**config.mk**
```make
export PLATFORM = sky130hd
export DESIGN_NAME = seven_seg_scanner
export DESIGN_NICKNAME = d
export VERILOG_FILES = /design/src/rtl/seven_seg_scanner.sv
export SDC_FILE = /design/constraint.sdc
export NUM_CORES = 1
export LEC_CHECK = 0
export BUFFER_PORTS_ARGS = -buffer_cell sky130_fd_sc_hd__buf_2
export CAP_MARGIN = 5
export CORE_AREA = 2 2 71 73
export CTS_CLUSTER_SIZE = 40
export DETAILED_ROUTE_END_ITERATION = 12
export DIE_AREA = 0 0 73 75
export PLACE_DENSITY = 0.73
export SETUP_SLACK_MARGIN = 0.1
export SLEW_MARGIN = 20
export SYNTH_ARGS = -nofsm -noshare
export SYNTH_HDL_FRONTEND = slang
export SYNTH_SLANG_ARGS = --single-unit
```
**constraint.sdc**
```tcl
create_clock -name clk -period 2.2 [get_ports clk]
set_clock_uncertainty 0.15 [all_clocks]
set_input_delay 0.33 -clock clk [delete_from_list [all_inputs] [get_ports clk]]
set_output_delay 0.33 -clock clk [all_outputs]
set_load 0.005 [all_outputs]
```
**src/rtl/seven_seg_scanner.sv**
```systemverilog
// Multiplexed BCD seven-segment scanner; display data swaps only at frame boundaries. Optional LEADING_ZERO_BLANK_EN.
// Latency: an_out/seg_out lag the digit index by one cycle; new data appears the cycle after frame_done.
// Backpressure: none; load is a strobe, and the last value loaded before a boundary wins.
module seven_seg_scanner #(
    parameter int NUM_DIGITS  = 3,
    parameter int REFRESH_DIV = 50000
) (
    input  logic                    clk,
    input  logic                    rst,
    input  logic [4*NUM_DIGITS-1:0] bcd_in,
    input  logic                    load,
    output logic [NUM_DIGITS-1:0]   an_out,
    output logic [6:0]              seg_out,
    output logic                    frame_done
);

    localparam int PW = $clog2(REFRESH_DIV);
    localparam int IW = $clog2(NUM_DIGITS);
    localparam int DW = 4 * NUM_DIGITS;
    localparam logic [PW-1:0] PRESC_LAST = PW'(REFRESH_DIV - 1);
    localparam logic [IW-1:0] IDX_LAST   = IW'(NUM_DIGITS - 1);

    logic [PW-1:0]         presc_q, presc_d;
    logic [IW-1:0]         idx_q, idx_d;
    logic [DW-1:0]         disp_q, disp_d;
    logic [DW-1:0]         pend_q, pend_d;
    logic                  pend_vld_q, pend_vld_d;
    logic [NUM_DIGITS-1:0] an_q, an_d;
    logic [6:0]            seg_q, seg_d;
    logic                  frame_done_q, frame_done_d;
    logic                  tick;
    logic [3:0]            cur_dig;
`ifdef LEADING_ZERO_BLANK_EN
    logic                  upper_zero;
`endif

    function automatic logic [6:0] seg_enc(input logic [3:0] d);
        case (d)
            4'd0:    seg_enc = 7'b1000000;
            4'd1:    seg_enc = 7'b1111001;
            4'd2:    seg_enc = 7'b0100100;
            4'd3:    seg_enc = 7'b0110000;
            4'd4:    seg_enc = 7'b0011001;
            4'd5:    seg_enc = 7'b0010010;
            4'd6:    seg_enc = 7'b0000010;
            4'd7:    seg_enc = 7'b1111000;
            4'd8:    seg_enc = 7'b0000000;
            4'd9:    seg_enc = 7'b0010000;
            default: seg_enc = 7'b1111111;
        endcase
    endfunction

    always_comb begin
        tick         = (presc_q == PRESC_LAST);
        presc_d      = tick ? '0 : presc_q + 1'b1;
        idx_d        = idx_q;
        frame_done_d = 1'b0;
        if (tick) begin
            if (idx_q == IDX_LAST) begin
                idx_d        = '0;
                frame_done_d = 1'b1;
            end else begin
                idx_d = idx_q + 1'b1;
            end
        end

        disp_d     = disp_q;
        pend_d     = pend_q;
        pend_vld_d = pend_vld_q;
        if (frame_done_q) begin
            // A load landing on the boundary bypasses the pending register.
            if (load) begin
                disp_d     = bcd_in;
                pend_vld_d = 1'b0;
            end else if (pend_vld_q) begin
                disp_d     = pend_q;
                pend_vld_d = 1'b0;
            end
        end else if (load) begin
            pend_d     = bcd_in;
            pend_vld_d = 1'b1;
        end

        // Decode from disp_d so digit 0 of a new frame already shows the new data.
        cur_dig = '0;
        an_d    = '1;
        for (int k = 0; k < NUM_DIGITS; k++) begin
            if (idx_q == IW'(k)) begin
                cur_dig = disp_d[4*k +: 4];
                an_d[k] = 1'b0;
            end
        end
        seg_d = seg_enc(cur_dig);

`ifdef LEADING_ZERO_BLANK_EN
        upper_zero = 1'b1;
        for (int k = NUM_DIGITS - 1; k >= 1; k--) begin
            upper_zero = upper_zero && (disp_d[4*k +: 4] == 4'd0);
            if ((idx_q == IW'(k)) && upper_zero) begin
                an_d[k] = 1'b1;
                seg_d   = 7'b1111111;
            end
        end
`endif
    end

    always_ff @(posedge clk) begin
        if (rst) begin
            presc_q      <= '0;
            idx_q        <= '0;
            disp_q       <= '0;
            pend_q       <= '0;
            pend_vld_q   <= 1'b0;
            an_q         <= '1;
            seg_q        <= 7'b1111111;
            frame_done_q <= 1'b0;
        end else begin
            presc_q      <= presc_d;
            idx_q        <= idx_d;
            disp_q       <= disp_d;
            pend_q       <= pend_d;
            pend_vld_q   <= pend_vld_d;
            an_q         <= an_d;
            seg_q        <= seg_d;
            frame_done_q <= frame_done_d;
        end
    end

    assign an_out     = an_q;
    assign seg_out    = seg_q;
    assign frame_done = frame_done_q;

endmodule

```
==> results of run 1 <==
[critical path, cell delays in order (launching register included)]
cell      delay [ns]
dfxtp_4         0.37
buf_4           0.16
and4bb_2        0.23
or4_4           0.49
o221a_4         0.16
nor4_4          0.29
a31oi_1         0.07
[worst max-delay path by stage]
stage | from | endpoint | depth (start not counted)
after floorplan | load | seg_out[1] | 10
after global placement | load | seg_out[3] | 9
after detailed placement | pend_vld_q | seg_out[4] | 8
after CTS | frame_done | seg_out[1] | 9
after global routing | pend_vld_q | seg_out[1] | 8
final | frame_done | seg_out[5] | 6
[routing by layer]
metal	share of wire	wire [um]	up-vias
met5	0	0	-
met4	0.0082	40	0
met3	0.041	201	4
met2	0.46	2240	43
met1	0.49	2430	919
li1	-	-	1031
[power groups by stage]
stage          Combinational [uW]  Sequential (uW)  Clock (uW)
3_5_place_dp                  120             1040           0
5_1_grt                       142             1020         605
6_report                      127             1010         554
2_1_floorplan                71.7             1040           0
3_3_place_gp                  118             1040           0
4_1_cts                       123             1020         567
[cell type report]
cell class | instances | area [um^2] | area share
Timing Repair Buffer | 43 | 285 | 0.0999
Clock buffer | 7 | 86.3 | 0.0302
Tap cell | 54 | 67.6 | 0.0237
Clock inverter | 1 | 5.00 | 0.00175
Multi-Input combinational cell | 195 | 1290 | 0.451
Sequential cell | 54 | 1090 | 0.381
Inverter | 9 | 36.3 | 0.0127
[placed cells by master, fill, tap and decap left out, types with 5 or more instances in the layout]
master	Yosys	routed
dfxtp_1	54	52
nand2_1	40	39
nor2_1	37	37
buf_2	1	25
a21oi_1	17	17
buf_4	2	16
o22ai_1	12	11
inv_1	8	8
nand3_1	7	7
xor2_1	7	7
xnor2_1	7	7
clkbuf_8	0	6
ha_1	7	5
[state kept, by name, summed over array words and instances (netlist names)]
name	flops
pend_q	12
disp_q	12
seg_out	7
an_out	3
presc_q	16
frame_done	1
pend_vld_q	1
idx_q	2
[logic make-up after synthesis]
family / count (synthesis) / share of synthesized area
buf+inv: 23 / 0.0461
fa+ha+maj: 7 / 0.0367
mux: 2 / 0.00891
compound gates: 57 / 0.174
xor+xnor: 14 / 0.0514
simple gates: 114 / 0.230
flops: 54 / 0.453
[timing repair]
| action | CTS | global route |
|---|---|---|
| cloned | 0 | 1 |
| setup buffers | 0 | 2 |
| resized for setup | 11 | 10 |
| hold buffers | 0 | 0 |
| pin swaps | 1 | 4 |
| endpoints found under the setup margin | 7 | 6 |
[stage by stage]
stage               setup TNS [ns]   util  area (um^2)
finish                           0  0.613         2860
global route                     0  0.613         2860
CTS                              0  0.597         2780
detailed placement         -0.0813  0.569         2650
global placement           -0.0150  0.569         2650
floorplan                        0      -         2390
==> impl_results.md, run 1 <==
- Status: finished, final reports clean
- Combinational share of power: 0.075
- Hold Violations, Final: 0
- Reg power frac: 0.599
- Mapped Area: about 2400 um^2
- Max Cap Viol: 0
- Synth area leaders: dfxtp_1, nand2_1, nor2_1
- Hold Crit Start: bcd_in[2]
- Slew margin rel.: 0.677
- Effective utilization at floorplan: 0.512
- Clock power frac: 0.327
- Hold EP: pend_q[2]
- Max Root-Sink Buffers: 2
- Core area: around 4700 um^2
- Yosys reg bits: 54
- 1st-iter DRT viols: 119
- Distinct cell type count after synthesis: 52
- Vias: 1997
- Average wire per standard cell: ~14 um
- Hold path depth: 3
- Gr busiest metal: met2
- Internal Power: about 1300 uW
- Worst reg2reg setup slack: around 0.16 ns
- Switching pwr: 382 uW
- I/O pin count: 26
- Crit path DAT: a little over 2 ns
- Die Y-Extent: around 75 um
- Share of layout cells above drive strength 1: 0.252
- H-tree depth: 2
- Clk slew on worst S/H paths: about 0.09 ns
- Worst R2R Path Depth: 6
- Crit path launch type: flip-flop
- Commonest cells in the netlist: dfxtp_1, nand2_1, nor2_1, a21oi_1, o22ai_1
- Mapped Cells: 271
- EDFF count, synth: 0
- Worst hold-check path type: input pin to flip-flop
- Pwr Density: approximately 590 nW/um^2
- DP Worst Slack: -0.0325 ns
- Worst-skew pair later-pin latency: about 0.30 ns
- Layout Cells excl Fill: ~360
- I/O Buffers: 25
- Async set-or-reset flop fraction in the synthesized netlist: 0
- Post-route setup slack: around 0.16 ns
- RePlAce Congestion: slightly below 0.9
- Post-route ant nets: 0
- Slew Limit Fails: 0
- Ant. Diodes: 0
- Yosys top cell by area: dfxtp_1
- Vias in the first global route: just under 2000
- Overflow after GRT: 0
- Fmax achieved: 491 MHz
- Overall routed net length: between 4000 and 5000 um
- Worst endpoint required time: approximately 2.2 ns
- Max rail drop VDD: 0.344 mV
- Post-Syn Nets: between 200 and 300
- Die span in x: 73 um
- Detail Placement HPWL: about 3500 um
- Worst-path fanout max: 5
- Yosys warning count: 0
- Grt met1 use: 0.251
- First-pass iteration count of the detailed router: 4
- Pwr Total: ~1700 uW
- # rows: 25
- First-pass GRT wire length: around 8400 um
- Seq/Total Area, Yosys: 0.453
- CTS tree: yes
- Largest net degree at the start of global routing: 26
- Area grow syn2layout: 19.7%
- CTS buffer count: 5
- Setup crit end kind: flip-flop
- Min Clock Period, post-route: a little over 2 ns
- Leakage: 0.00111 uW
- Most frequent cell after synthesis: dfxtp_1
- Reg-to-reg critical path startpoint: frame_done
- Die area: 5480 um^2
- Setup violations, final: 0
- Sw frac: 0.225
- Critical R2R Capture: seg_out[5]
- Met3 Use GR: 0.0402
- Post-route DRC violation count: 0
- Worst slew pin tran: between 0.4 and 0.5 ns
- Vias per cell: approximately 5.5
- Kind of critical path: flip-flop to flip-flop
- RSZ-0062 raised after global routing: yes
- Fillers: 400
- Top cell type's share of synthesized area: 0.453
- CTS sink cnt: 54
- Hold_ws: between 0.1 and 0.15 ns
- Top FF cell, synth: dfxtp_1
- Final #Nets: 330
- Placed cells: 352
- Syn Area/Cell: around 8.8 um^2
- Period utilization: 0.926
- Gr usage total: 0.196
- Initial antenna violation count: 0
- CTS Root Cell: clkbuf_8
- M2 GR Usage: 0.334
(Power assumes the default switching activity.)
==> inputs of run 2 (changes only) <==
--- a/config.mk
+++ b/config.mk
@@ -7,11 +7,11 @@
 export LEC_CHECK = 0
 export BUFFER_PORTS_ARGS = -buffer_cell sky130_fd_sc_hd__buf_2
 export CAP_MARGIN = 5
-export CORE_AREA = 2 2 71 73
+export CORE_AREA = 2 2 66 68
 export CTS_CLUSTER_SIZE = 40
 export DETAILED_ROUTE_END_ITERATION = 12
-export DIE_AREA = 0 0 73 75
-export PLACE_DENSITY = 0.73
+export DIE_AREA = 0 0 68 70
+export PLACE_DENSITY = 0.8
 export SETUP_SLACK_MARGIN = 0.1
 export SLEW_MARGIN = 20
 export SYNTH_ARGS = -nofsm -noshare
==> constraint.sdc (replaced) <==
create_clock -name clk -period 2.4 [get_ports clk]
set_clock_uncertainty 0.15 [all_clocks]
set_input_delay 0.36 -clock clk [delete_from_list [all_inputs] [get_ports clk]]
set_output_delay 0.36 -clock clk [all_outputs]
set_load 0.005 [all_outputs]
==> impl_results.md, run 2 (synthesized netlist as in run 1, its figures left out) <==
- Post-route DRC violation count: 0 (unchanged)
- Pwr Density: 609 nW/um^2 (was 594 nW/um^2)
- First-pass iteration count of the detailed router: 4 (unchanged)
- Setup violations, final: 0 (unchanged)
- Most common cell after layout, fill and taps aside: dfxtp_1 (unchanged)
- Period utilization: 0.920 (was 0.926)
- Kind of critical path: flip-flop to flip-flop (unchanged)
- Overall routed net length: 5030 um (was 4910 um)
- RePlAce Congestion: 0.838 (was 0.870)
- Share of layout cells above drive strength 1: 0.210 (was 0.252)
- 1st-iter DRT viols: 161 (was 119)
- Leakage: 0.00105 uW (was 0.00111 uW)
- Initial antenna violation count: 0 (unchanged)
- Worst R2R Path Depth: 9 (was 6)
- H-tree depth: 2 (unchanged)
- Effective utilization at floorplan: 0.576 (was 0.512)
- I/O pin count: 26 (unchanged)
- Top reg by flops: presc_q (unchanged)
- Slew margin rel.: 0.558 (was 0.677)
- Reg-to-reg critical path startpoint: frame_done (unchanged)
- Max Root-Sink Buffers: 2 (unchanged)
- First-pass GRT wire length: 8260 um (was 8390 um)
- Overflow after GRT: 0 (unchanged)
- Hold Violations, Final: 0 (unchanged)
- Hold EP: pend_q[7] (was pend_q[2])
- Slew Limit Fails: 0 (unchanged)
- CP Launch Point: frame_done (unchanged)
- Ant. Diodes: 0 (unchanged)
- RSZ-0062 raised after global routing: no (was yes)
- Placed cells: 342 (was 352)
- Critical R2R Capture: seg_out[1] (was seg_out[5])
- CTS Root Cell: clkbuf_8 (unchanged)
- Die span in x: 68 um (was 73 um)
- Min Clock Period, post-route: 2.21 ns (was 2.04 ns)
- Vias per cell: 5.69 (was 5.50)
- I/O Buffers: 25 (unchanged)
- Vias: 2002 (was 1997)
- Average wire per standard cell: 14.3 um (was 13.5 um)
- Core area: 4140 um^2 (was 4660 um^2)
- Largest regs: presc_q (16), disp_q (12), pend_q (12) (unchanged)
- Detail Placement HPWL: 3600 um (was 3530 um)
- CTS sink cnt: 54 (unchanged)
- Area grow syn2layout: 14.4% (was 19.7%)
- Hold path depth: 3 (unchanged)
- Pwr Total: 1660 uW (was 1700 uW)
- Worst hold-check path type: input pin to flip-flop (unchanged)
- Largest net degree at the start of global routing: 36 (was 26)
- Max rail drop VDD: 0.688 mV (was 0.344 mV)
- Vias in the first global route: 1855 (was 1921)
- Crit path launch type: flip-flop (unchanged)
- Setup crit end kind: flip-flop (unchanged)
- Worst-skew pair later-pin latency: 0.31 ns (was 0.30 ns)
- Max Cap Viol: 0 (unchanged)
- Crit path DAT: 2.28 ns (was 2.06 ns)
- Worst reg2reg setup slack: 0.19 ns (was 0.16 ns)
- CTS tree: yes (unchanged)
- Max FFs per register: 16 (unchanged)
- Worst-path fanout max: 12 (was 5)
- Worst slew pin tran: 0.663 ns (was 0.485 ns)
- Fmax achieved: 453 MHz (was 491 MHz)
- Clk slew on worst S/H paths: 0.10 ns (was 0.09 ns)
- # rows: 24 (was 25)
- Worst endpoint required time: 2.47 ns (was 2.23 ns)
- CTS buffer count: 5 (unchanged)
- Final #Nets: 321 (was 330)
- Die Y-Extent: 70 um (was 75 um)
- Gr usage total: 0.224 (was 0.196)
- Post-route ant nets: 0 (unchanged)
- Hold Crit Start: bcd_in[7] (was bcd_in[2])
- Layout Cells excl Fill: 352 (was 363)
- Most frequent cells in the layout: dfxtp_1, nand2_1, nor2_1 (unchanged)
- Post-route setup TNS: 0 ns (unchanged)
- Hold_buf cts: 0 (unchanged)
- Die area: 4760 um^2 (was 5480 um^2)
- Status: finished, final reports clean (unchanged)
## run 2: where the power goes
group          internal [uW]  leakage [uW]  switching, uW
combinational           45.3      0.000551           59.0
sequential               917      0.000442           13.6
clock                    318     0.0000591            309
## run 2: repair_timing
action	CTS	global route
endpoints found under the setup margin	2	4
gates cloned	0	0
pin swaps	0	1
gates resized for setup	2	9
buffers inserted	0	2
## run 2: worst max path at each step
stage,endpoint,slack [ns],cells after the start
finish,seg_out[1],0.19,9
global route,seg_out[1],0.08,9
CTS,seg_out[1],0.15,9
detailed placement,seg_out[1],0.08,9
global placement,seg_out[1],0.11,9
floorplan,seg_out[4],0.24,10
## run 2: metal layers
metal	GRT usage	wire, um	vias up
li1	-	-	1010
met1	0.287	2200	940
met2	0.354	2520	43
met3	0.0548	217	9
met4	0.0911	92	0
met5	0	0	-
## run 2: cell type report
class                   instances  area [um^2]
fillers                       344         1420
inverters                       9         33.8
well taps                      52         65.1
clock inverters                 3         47.5
repair buffers                 35          200
flip-flops and latches         54         1090
multi-input cells             194         1230
clock buffers                   5         68.8
## run 2: critical path, stage by stage (launching register included)
cell and delay (ns):
dfxtp_4 0.38, buf_4 0.18, nand2_8 0.12, o22ai_1 0.10, or3b_1 0.40, o221a_4 0.15
ha_1 0.30, inv_1 0.08, o21ai_0 0.10, a21o_1 0.17
## run 2: through the flow
stage          worst slack, ns  cell area (um^2)  hold slack, ns  utilization
2_1_floorplan            0.238              2390           0.242            -
3_3_place_gp             0.114              2560           0.264        0.618
3_5_place_dp            0.0765              2560           0.275        0.618
4_1_cts                  0.149              2680           0.138        0.648
5_1_grt                 0.0839              2730           0.132        0.659
6_report                 0.191              2730           0.139        0.659
==> inputs of run 3 (changes only) <==
--- a/config.mk
+++ b/config.mk
@@ -7,11 +7,11 @@
 export LEC_CHECK = 0
 export BUFFER_PORTS_ARGS = -buffer_cell sky130_fd_sc_hd__buf_2
 export CAP_MARGIN = 5
-export CORE_AREA = 2 2 66 68
+export CORE_AREA = 2 2 71 73
 export CTS_CLUSTER_SIZE = 40
 export DETAILED_ROUTE_END_ITERATION = 12
-export DIE_AREA = 0 0 68 70
-export PLACE_DENSITY = 0.8
+export DIE_AREA = 0 0 73 75
+export PLACE_DENSITY = 0.73
 export SETUP_SLACK_MARGIN = 0.1
 export SLEW_MARGIN = 20
 export SYNTH_ARGS = -nofsm -noshare
==> constraint.sdc (replaced) <==
create_clock -name clk -period 1.95 [get_ports clk]
set_clock_uncertainty 0.15 [all_clocks]
set_input_delay 0.2925 -clock clk [delete_from_list [all_inputs] [get_ports clk]]
set_output_delay 0.2925 -clock clk [all_outputs]
set_load 0.005 [all_outputs]
==> impl_results.md, run 3 (synthesized netlist as in run 1, its figures left out) <==
- Status: complete, but fails checks (was finished, final reports clean)
- CP top delay family: flip-flops (was simple AND/OR/NAND/NOR gates)
- Vias per cell: 5.62 (was 5.69)
- Post-DP Area: 2730 um^2 (was 2560 um^2)
- Fmax achieved: 482 MHz (was 453 MHz)
- DP Worst Slack: -0.192 ns (was 0.0765 ns)
- Final #Nets: 344 (was 321)
- Worst reg2reg setup slack: -0.13 ns (was 0.19 ns)
- Crit path launch type: flip-flop (unchanged)
- Post-route DRC violation count: 0 (unchanged)
- Ant. Diodes: 0 (unchanged)
- Period utilization: 1.06 (was 0.920)
- Worst-skew pair later-pin latency: 0.31 ns (about the same)
- CTS tree: yes (unchanged)
- Overflow after GRT: 0 (unchanged)
- Die Y-Extent: 75 um (was 70 um)
- RePlAce Congestion: 0.891 (was 0.838)
- CP max stage cell: dfxtp_4 (was or3b_1)
- Crit path DAT: 2.11 ns (was 2.28 ns)
- CTS Root Cell: clkbuf_8 (unchanged)
- Overall routed net length: 5620 um (was 5030 um)
- I/O pin count: 26 (unchanged)
- Hold_ws: 0.0858 ns (was 0.139 ns)
- Die span in x: 73 um (was 68 um)
- Violated checks: negative setup slack
- Worst-path fanout max: 6 (was 12)
- Share of layout cells above drive strength 1: 0.342 (was 0.210)
- Max FFs per register: 16 (unchanged)
- Area grow syn2layout: 29.9% (was 14.4%)
- Setup violations, final: 7 (was 0)
- Layout Cells excl Fill: 376 (was 352)
- Clk slew on worst S/H paths: 0.09 ns (was 0.10 ns)
- Effective utilization at floorplan: 0.512 (was 0.576)
- Metal2 WL: 2870 um (was 2520 um)
- Vias: 2113 (was 2002)
- Max rail drop VDD: 0.480 mV (was 0.688 mV)
- Hold Crit Start: bcd_in[3] (was bcd_in[7])
- Worst slew pin tran: 0.442 ns (was 0.663 ns)
- Worst endpoint required time: 1.99 ns (was 2.47 ns)
- Kind of critical path: flip-flop to flip-flop (unchanged)
- I/O Buffers: 25 (unchanged)
- WL met3: 191 um (was 217 um)
- Vias in the first global route: 1966 (was 1855)
- H-tree depth: 2 (unchanged)
- Slew margin rel.: 0.705 (was 0.558)
- Reg-to-reg critical path startpoint: frame_done (unchanged)
- Gr usage total: 0.201 (was 0.224)
- First-pass GRT wire length: 8570 um (was 8260 um)
- RSZ-0062 raised after global routing: yes (was no)
- Post-route setup slack: -0.126 ns (was 0.191 ns)
- Post-route ant nets: 0 (unchanged)
- Buf/Inv on CP: 3 (was 2)
- CP Launch Point: frame_done (unchanged)
- Worst hold-check path type: input pin to flip-flop (unchanged)
- Hold_buf cts: 0 (unchanged)
- Slew Limit Fails: 0 (unchanged)
- Die area: 5480 um^2 (was 4760 um^2)
- Leakage: 0.00121 uW (was 0.00105 uW)
- Hold Violations, Final: 0 (unchanged)
- First-pass iteration count of the detailed router: 4 (unchanged)
- Max Root-Sink Buffers: 2 (unchanged)
- CTS buffer count: 5 (unchanged)
- CTS sink cnt: 54 (unchanged)
- Top reg by flops: presc_q (unchanged)
- Largest regs: presc_q (16), disp_q (12), pend_q (12) (unchanged)
- Min Clock Period, post-route: 2.08 ns (was 2.21 ns)
- 1st-iter DRT viols: 63 (was 161)
- WL met1: 2410 um (was 2200 um)
- # rows: 25 (was 24)
- Top layer used by detailed routing: met4 (unchanged)
- Pwr Density: 664 nW/um^2 (was 609 nW/um^2)
- Core area: 4660 um^2 (was 4140 um^2)
- Max Cap Viol: 0 (unchanged)
- Most frequent cells in the layout: dfxtp_1, nand2_1, nor2_1 (unchanged)
- Crit path cell chain: buf_8 > buf_6 > o22ai_4 > or3_1 > o221a_4 > ha_4 > inv_2 > mux2i_1 > a21oi_1 (was buf_4 > nand2_8 > o22ai_1 > or3b_1 > o221a_4 > ha_1 > inv_1 > o21ai_0 > a21o_1)
- Setup crit end kind: flip-flop (unchanged)
- Initial antenna violation count: 0 (unchanged)
- Post-route design area: 3100 um^2 (was 2730 um^2)
- Most common cell after layout, fill and taps aside: dfxtp_1 (unchanged)
- Final core occ: 0.665 (was 0.659)
- Largest net degree at the start of global routing: 21 (was 36)
- Crit path largest cell delay: 0.41 ns (was 0.40 ns)
- Placed cells: 360 (was 342)
- Average wire per standard cell: 14.9 um (was 14.3 um)
- Detail Placement HPWL: 3670 um (was 3600 um)
-- run 3: changes by cell type in the layout (fill, tap and decap cells not counted), moves of 4 or more --
cell / change
buf_4: +18
ha_1: -4
buf_6: +4
o22ai_2: +5
o22ai_1: -6
-- run 3: area by class of cell --
class                      instances  area (um^2)
clock buffer                       6         82.6
clock inverter                     1         30.0
fill                             356         1560
inverter                           9         36.3
multi-input combinational        194         1400
sequential                        54         1090
tap                               54         67.6
timing repair buffer              58          395
-- run 3: stage by stage --
stage	TNS, ns	power, uW
6_report	-0.661	2060
5_1_grt	-1.16	2130
4_1_cts	-0.229	2050
3_5_place_dp	-1.19	1300
3_3_place_gp	-1.10	1300
2_1_floorplan	-0.286	1250
-- run 3: power by group --
| part | switching, uW | leakage (uW) | internal, uW |
|---|---|---|---|
| registers | 17.5 | 0.000442 | 1130 |
| logic | 84.3 | 0.000708 | 70.4 |
| clock network | 345 | 0.0000573 | 411 |
| total | 447 | 0.00121 | 1610 |
-- run 3: worst paths after layout --
check	endpoint	cells after the start
max	seg_out[3]	9
min	pend_q[3]	3
max reg2reg	seg_out[3]	9
min reg2reg	presc_q[0]	1
-- run 3: routing by layer --
layer  GRT usage  vias to the layer above
li1            -                     1052
met1       0.243                      996
met2       0.345                       52
met3      0.0295                       13
met4       0.111                        0
met5           0                        -
-- run 3: tightest hold or removal path: cells and delay by family --
kind | cells | cell delay, ns
buf+inv | 1 | 0.11
simple gates | 1 | 0.05
compound gates | 1 | 0.05
-- run 3: what timing repair did --
item / CTS / global route
endpoints found under the setup margin: 8 / 17
gates resized for setup: 19 / 28
pin swaps: 9 / 10
buffers inserted: 4 / 5
